### src/rtl/mealy_seq_det_pkg.sv
// Shared types and helpers for the parametrised Mealy pattern detector.
package mealy_seq_det_pkg;

    typedef enum logic {
        S_FILL = 1'b0,
        S_HUNT = 1'b1
    } state_t;

    localparam int PAT_W_MAX = 16;

    // Smallest width able to count 0..n-1, never narrower than one bit.
    function automatic int fill_width(input int n);
        int w;
        w = 1;
        for (int i = 1; i < 6; i++) begin
            if ((1 << w) < n) w++;
        end
        return w;
    endfunction

endpackage

### src/rtl/mealy_seq_det_sat_cnt.sv
// Saturating up-counter with synchronous clear; clear beats increment.
module mealy_seq_det_sat_cnt #(
    parameter int CNT_W = 8
) (
    input  logic             i_clk,
    input  logic             i_reset,
    input  logic             i_clr,
    input  logic             i_inc,
    output logic [CNT_W-1:0] o_cnt
);

    logic [CNT_W-1:0] r_cnt;

    always_ff @(posedge i_clk) begin
        if (i_reset) begin
            r_cnt <= '0;
        end else if (i_clr) begin
            r_cnt <= '0;
        end else if (i_inc && (r_cnt != {CNT_W{1'b1}})) begin
            r_cnt <= r_cnt + CNT_W'(1);
        end
    end

    assign o_cnt = r_cnt;

endmodule

### src/rtl/mealy_seq_det.sv
// Parametrised Mealy serial pattern detector with run-time loadable pattern.
// Build option MEALY_SEQ_DET_CNT_EN enables the saturating match counter.
module mealy_seq_det
    import mealy_seq_det_pkg::*;
#(
    parameter int                 PAT_W   = 4,
    parameter int                 CNT_W   = 8,
    parameter logic [PAT_W-1:0]   RST_PAT = PAT_W'(4'b1011)
) (
    input  logic             clk,
    input  logic             reset,
    input  logic             en,
    input  logic             data_in,
    input  logic             pat_load,
    input  logic [PAT_W-1:0] pat_in,
    input  logic             overlap,
    output logic             match,
    output logic             match_q,
    output logic             hunting,
    output logic [CNT_W-1:0] match_cnt
);

    localparam int               FILL_W    = fill_width(PAT_W);
    localparam logic [FILL_W-1:0] FILL_LAST = FILL_W'(PAT_W - 2);

    if (PAT_W < 2 || PAT_W > PAT_W_MAX) begin : g_bad_pat_w
        $error("mealy_seq_det: PAT_W out of range");
    end

    logic [PAT_W-1:0]  r_pat;
    logic [PAT_W-2:0]  r_hist;
    logic [FILL_W-1:0] r_fill;
    state_t            r_state;
    logic              r_match_q;

    logic [PAT_W-1:0]  w_window;
    logic              w_match;

    // en is a bit-valid strobe with no back-pressure: every cycle with en=1 and
    // pat_load=0 consumes exactly one data_in bit; pat_load overrides both.
    assign w_window = {r_hist, data_in};
    assign w_match  = en & (r_state == S_HUNT) & ~pat_load & (w_window == r_pat);

    always_ff @(posedge clk) begin
        if (reset) begin
            r_pat     <= RST_PAT;
            r_hist    <= '0;
            r_fill    <= '0;
            r_state   <= S_FILL;
            r_match_q <= 1'b0;
        end else begin
            r_match_q <= w_match;
            if (pat_load) begin
                r_pat   <= pat_in;
                r_hist  <= '0;
                r_fill  <= '0;
                r_state <= S_FILL;
            end else if (en) begin
                r_hist <= w_window[PAT_W-2:0];
                case (r_state)
                    S_FILL: begin
                        r_fill <= r_fill + FILL_W'(1);
                        if (r_fill == FILL_LAST) r_state <= S_HUNT;
                    end
                    S_HUNT: begin
                        // Non-overlapping mode demands a completely fresh pattern.
                        if (w_match && !overlap) begin
                            r_fill  <= '0;
                            r_state <= S_FILL;
                        end
                    end
                    default: r_state <= S_FILL;
                endcase
            end
        end
    end

    assign match   = w_match;
    assign match_q = r_match_q;
    assign hunting = (r_state == S_HUNT);

`ifdef MEALY_SEQ_DET_CNT_EN
    mealy_seq_det_sat_cnt #(
        .CNT_W(CNT_W)
    ) u_sat_cnt (
        .i_clk  (clk),
        .i_reset(reset),
        .i_clr  (pat_load),
        .i_inc  (w_match),
        .o_cnt  (match_cnt)
    );
`else
    assign match_cnt = '0;
`endif

endmodule
### config.mk
export PLATFORM = sky130hd
export DESIGN_NAME = mealy_seq_det
export DESIGN_NICKNAME = d
export VERILOG_FILES = /design/src/rtl/mealy_seq_det_pkg.sv /design/src/rtl/mealy_seq_det_sat_cnt.sv /design/src/rtl/mealy_seq_det.sv
export SDC_FILE = /design/constraint.sdc
export NUM_CORES = 1
export LEC_CHECK = 0
export CORE_MARGIN = 4
export CORE_UTILIZATION = 38
export CTS_CLUSTER_SIZE = 14
export DETAILED_ROUTE_END_ITERATION = 6
export GPL_ROUTABILITY_DRIVEN = 0
export GPL_TIMING_DRIVEN = 0
export HOLD_SLACK_MARGIN = 0.08
export PLACE_DENSITY_LB_ADDON = 0.08
export SETUP_SLACK_MARGIN = 0.02
export SYNTH_ARGS = -nofsm -noshare
export SYNTH_HDL_FRONTEND = slang
export SYNTH_SLANG_ARGS = --single-unit
### constraint.sdc
create_clock -name clk -period 1.3 [get_ports clk]
set_input_delay 0.195 -clock clk [delete_from_list [all_inputs] [get_ports clk]]
set_output_delay 0.195 -clock clk [all_outputs]
set_load 0.05 [all_outputs]
==> impl_metrics.env, run 1 <==
export IMPL_cp_required_ns=1.11
export IMPL_dp_hpwl_um=769.9
export IMPL_ant_nets=0
export IMPL_nNetsFinal=96
export IMPL_synth_edff_count=0
export IMPL_synth_top_cell_area_share=0.3769
export IMPL_crit_type="reg2out"
export IMPL_core_area_um2=1366
export IMPL_synthAdderAreaFrac=0.02141
export IMPL_synthDistinctLibCells=24
export IMPL_fin_ws_ns=-0.1563
export IMPL_yosysSeqAreaShare=0.3769
export IMPL_htreeDepth=1
export IMPL_cts_tree="built"
export IMPL_violations="setup timing"
export IMPL_grt_max_degree=11
export IMPL_pwr_density_cell_nw_per_um2=932.6
export IMPL_antenna_found_initial=0
export IMPL_synth_top_flop_cell="dfxtp_1"
export IMPL_max_freq_ghz=0.6867
export IMPL_synth_area_leaders="dfxtp_1, buf_4, mux2i_1"
export IMPL_drive_gt1_frac=0.3452
export IMPL_port_buffers=10
export IMPL_syn_cell_area_um2=584.3
export IMPL_slowest_stage="dfxtp_2"
export IMPL_worstPathMaxFanout=2
export IMPL_finalHoldViolCount=0
export IMPL_fp_dieH_um=47.21
export IMPL_yosys_warnings=0
export IMPL_die_x_um=47.21
export IMPL_ys_seq_elements=11
export IMPL_grt_overflow=0
export IMPL_cts_buffers=3
export IMPL_hold_path_class="in2reg"
export IMPL_avgSynthCellArea_um2=9.579
export IMPL_holdWs_ns=0.1622
export IMPL_synth_xor_area_frac=0.05996
export IMPL_synth_common_cells="dfxtp_1, buf_4, nor2_1, mux2i_1, xnor2_1"
export IMPL_synth_cells=61
export IMPL_ir_drop_uv=698.4
export IMPL_dpl_cell_count=93
export IMPL_synth_top_family_by_area="simple AND/OR/NAND/NOR gates"
export IMPL_fin_crit_sh=1.120
export IMPL_clk_path_buf_depth=2
export IMPL_synth_compound_area_share=0.1092
export IMPL_endpoint_kind="primary output"
export IMPL_dieArea_um2=2229
export IMPL_ctsHoldBuffers=0
export IMPL_async_flop_share=0
export IMPL_vias=460
export IMPL_drt_first_pass_iters=3
export IMPL_skew_ns=0.002375
export IMPL_start_util=0.4277
export IMPL_finalWirelength_um=1055
export IMPL_placed_area_um2=744.5
export IMPL_synth_simple_area_share=0.1863
export IMPL_cts_sinks=11
export IMPL_slowest_delay_ns=0.34
export IMPL_vias_per_cell=4.646
export IMPL_rows=13
export IMPL_grt_pass1_wl_um=1794
export IMPL_grt_pass1_vias=424
export IMPL_routedWlPerCell_um=10.66
export IMPL_path_clk_slew_ns=0.07
export IMPL_drtIter0Drc=4
export IMPL_power_leakage_uw=0.0003469
export IMPL_synth_area_mux_share=0.08565
export IMPL_io_pins=21
export IMPL_antennaDiodeCount=0
export IMPL_instances_no_fill=99
export IMPL_yosysMostFrequentCell="dfxtp_1"
export IMPL_grt_usage=0.1187
export IMPL_synthToLayoutAreaGrowth_pct=38.54
export IMPL_period_needed_ns=1.456
export IMPL_path_cells="xnor2_2 > nand4b_1 > nor2_4 > buf_8"
export IMPL_yosys_area_top_type="dfxtp_1"
export IMPL_setup_viol=2
export IMPL_route_detailed_drc=0
export IMPL_finalMaxSlewViolations=0
export IMPL_final_util=0.5925
export IMPL_status="complete, but fails checks"
export IMPL_drv_cap=0
export IMPL_cts_root_buf="clkbuf_4"
export IMPL_start_kind="flip-flop"
export IMPL_finalInstanceArea_um2=809.5
export IMPL_rsz0062_at_grt="yes"
export IMPL_clock_insertion_delay_worst_skew_ns=0.27
export IMPL_arrival_ns=1.26
==> cell type report <==
cell class,instances,area (um2)
Buffer,11,90.09
Clock buffer,3,22.52
Clock inverter,1,5.005
Fill cell,128,556.8
Inverter,1,3.754
Multi-Input combinational cell,45,327.8
Sequential cell,11,225.2
Tap cell,15,18.77
Timing Repair Buffer,12,116.4
==> final timing paths <==
check | start | to | slack (ns) | cells past startpoint
min reg2reg | r_fill[0] | r_fill[0] | 0.47 | 2
max | r_pat[3] | match | -0.16 | 4
max reg2reg | r_pat[3] | r_fill[1] | 0 | 5
min | pat_load | r_pat[1] | 0.16 | 2
==> per-stage QoR <==
step           power, uW  setup WS, ns  setup TNS (ns)
2_1_floorplan      487.9      -0.03622        -0.03622
3_3_place_gp       520.9       -0.8325          -1.807
3_5_place_dp       522.4       -0.8338          -1.839
4_1_cts            768.4       -0.1560         -0.1560
5_1_grt            807.6       -0.2807         -0.4095
6_report           755.0       -0.1563         -0.1578
==> kinds of logic after synthesis <==
logic type | count (synthesis)
flip-flops | 11
XOR/XNOR | 4
AO/OA/AOI/OAI | 8
adder cells (fa/ha/maj) | 1
other | 1
buffers and inverters | 12
AND/OR/NAND/NOR | 19
multiplexers | 5
==> critical path: cells and delay by family, from the launching register on <==
family,cells,cell delay [ns]
and+or+nand+nor,2,0.33
buffers and inverters,1,0.15
xor gates and xnor gates,1,0.17
DFF,1,0.34
==> layout by cell type, fill, tap and decap left out, types with 2 or more instances in the layout <==
cell type	count
clkbuf_4	3
a211o_2	2
dfxtp_1	9
a21oi_1	2
buf_8	2
nor2_1	6
buf_4	10
mux2i_1	5
clkdlybuf4s50_1	6
and2b_1	3
conb_1	8
nand2_1	2
nor3_1	2
xnor2_1	3
==> registers in the layout, indices dropped and copies added, names as in the netlist <==
register,flops
r_pat,4
hunting,1
match_q,1
r_fill,2
r_hist,3
==> power breakdown <==
part	switching, uW	internal, uW	total, uW
logic	91.4	75.9	167
registers	8.92	347	356
clock network	117	114	231
==> metal layers <==
metal / share of wire / GRT usage / up-vias
met3: 0.10 / 0.06897 / 0
li1: - / - / 241
met1: 0.37 / 0.1142 / 201
met4: 0 / 0.04972 / 0
met2: 0.53 / 0.2060 / 18
met5: 0 / 0 / -
==> what timing repair did <==
action / in CTS / in global routing
endpoints found under the setup margin: 5 / 4
buffers inserted: 2 / 0
gates cloned: 0 / 0
pin swaps: 5 / 2
gates resized for setup: 21 / 2
No activity file was read; power rests on OpenSTA's default activity.
==> run 2: changes to the inputs <==
- REMOVE_ABC_BUFFERS: default -> 1
==> impl_metrics.env, run 2 (synthesis gave the netlist of run 1 again) <==
export IMPL_worstPathMaxFanout=2
export IMPL_grt_pass1_wl_um=1538
export IMPL_power_leakage_uw=0.0003014
export IMPL_rsz0062_at_grt="yes"
export IMPL_htreeDepth=1
export IMPL_instances_no_fill=91
export IMPL_finalMaxSlewViolations=0
export IMPL_holdWs_ns=0.1931
export IMPL_vias_per_cell=4.912
export IMPL_cts_root_buf="clkbuf_4"
export IMPL_grt_pass1_vias=379
export IMPL_start_kind="flip-flop"
export IMPL_crit_type="reg2out"
export IMPL_finalHoldViolCount=0
export IMPL_fp_dieH_um=47.21
export IMPL_io_pins=21
export IMPL_arrival_ns=1.21
export IMPL_antennaDiodeCount=0
export IMPL_cp_required_ns=1.11
export IMPL_antenna_found_initial=0
export IMPL_period_needed_ns=1.409
export IMPL_grt_overflow=0
export IMPL_dp_hpwl_um=752.8
export IMPL_fin_crit_sh=1.084
export IMPL_start_util=0.4277
export IMPL_status="complete, but fails checks"
export IMPL_cts_sinks=11
export IMPL_tns_ns=-0.1087
export IMPL_drv_cap=0
export IMPL_finalInstanceArea_um2=720.7
export IMPL_layout_common_cells="conb_1, dfxtp_1, nor2_1"
export IMPL_dieArea_um2=2229
export IMPL_drt_first_pass_iters=3
export IMPL_vias=447
export IMPL_nNetsFinal=88
export IMPL_reg_largest_list="r_pat: 4 flops, r_hist: 3 flops, r_fill: 2 flops"
export IMPL_clk_path_buf_depth=2
export IMPL_largest_register_ffs=4
export IMPL_max_freq_ghz=0.7099
export IMPL_ctsHoldBuffers=0
export IMPL_skew_ns=0.004974
export IMPL_nFillCells=143
export IMPL_cts_tree="built"
export IMPL_hold_path_class="in2reg"
export IMPL_placed_area_um2=663.1
export IMPL_route_detailed_drc=0
export IMPL_grt_max_degree=11
export IMPL_cts_buffers=3
export IMPL_drtIter0Drc=4
export IMPL_core_area_um2=1366
export IMPL_pwr_density_cell_nw_per_um2=1008
export IMPL_drive_gt1_frac=0.2632
export IMPL_fin_ws_ns=-0.1087
export IMPL_violations="setup timing"
export IMPL_path_clk_slew_ns=0.06
export IMPL_rows=13
export IMPL_synthToLayoutAreaGrowth_pct=23.34
export IMPL_dpl_cell_count=84
export IMPL_routedWlPerCell_um=11.12
export IMPL_ir_drop_uv=551.4
export IMPL_grt_usage=0.1016
export IMPL_endpoint_kind="primary output"
export IMPL_die_x_um=47.21
export IMPL_port_buffers=12
export IMPL_setup_viol=1
export IMPL_clock_insertion_delay_worst_skew_ns=0.26
export IMPL_p_total_uw=726.7
export IMPL_largest_register="r_pat"
export IMPL_finalWirelength_um=1012
export IMPL_ant_nets=0
## run 2: cell types whose count changed in the layout (fill, tap and decap cells not counted), moves of 2 or more
cell / before / now
dfxtp_2: 1 / 3
buf_4: 10 / 3
buf_8: 2 / 0
dlygate4sd2_1: 0 / 2
## run 2: critical path, cell delays in order, from the launching register on
cell,delay [ns]
dfxtp_2,0.34
xnor2_2,0.17
nand4b_1,0.13
nor2_1,0.14
buf_6,0.17
## run 2: timing repair
action | 4_1_cts | 5_1_grt
endpoints found under the setup margin | 5 | 4
setup buffers | 2 | 1
gates resized for setup | 25 | 6
pin swaps | 2 | 3
## run 2: layout make-up
type                       count  area (um2)  share of cell area
tap                           15       18.77             0.02604
multi-input combinational     45       317.8              0.4410
sequential                    11       224.0              0.3108
inverter                       1       3.754            0.005208
timing repair buffer          15       130.1              0.1806
clock buffer                   4       26.28             0.03646
## run 2: per-stage QoR
step | utilization | setup slack, ns
after CTS | 0.5201 | -0.1302
after detailed placement | 0.4853 | -0.9390
after global placement | 0.4853 | -0.9437
after floorplan | - | -0.5123
after global routing | 0.5275 | -0.2114
final | 0.5275 | -0.1087
## run 2: power by group
part | leakage (uW) | internal (uW) | switching (uW) | total (uW)
registers | 0.0000907 | 349 | 8.92 | 358
clock network | 0.0000150 | 119 | 109 | 228
logic | 0.000196 | 55.3 | 85.3 | 141
## run 2: final timing paths
path / cells after the start / startpoint / slack (ns) / endpoint
min: 2 / reset / 0.19 / r_pat[2]
min reg2reg: 2 / r_fill[0] / 0.47 / r_fill[0]
max reg2reg: 5 / r_hist[0] / 0.10 / r_fill[1]
max: 4 / r_pat[3] / -0.11 / match
## run 2: layer usage
| metal | global-route usage | vias up | part of all wire |
|---|---|---|---|
| met5 | 0 | - | 0 |
| met3 | 0.04598 | 0 | 0.11 |
| met4 | 0.06630 | 0 | 0 |
| li1 | - | 226 | - |
| met2 | 0.1491 | 18 | 0.47 |
| met1 | 0.1187 | 203 | 0.42 |
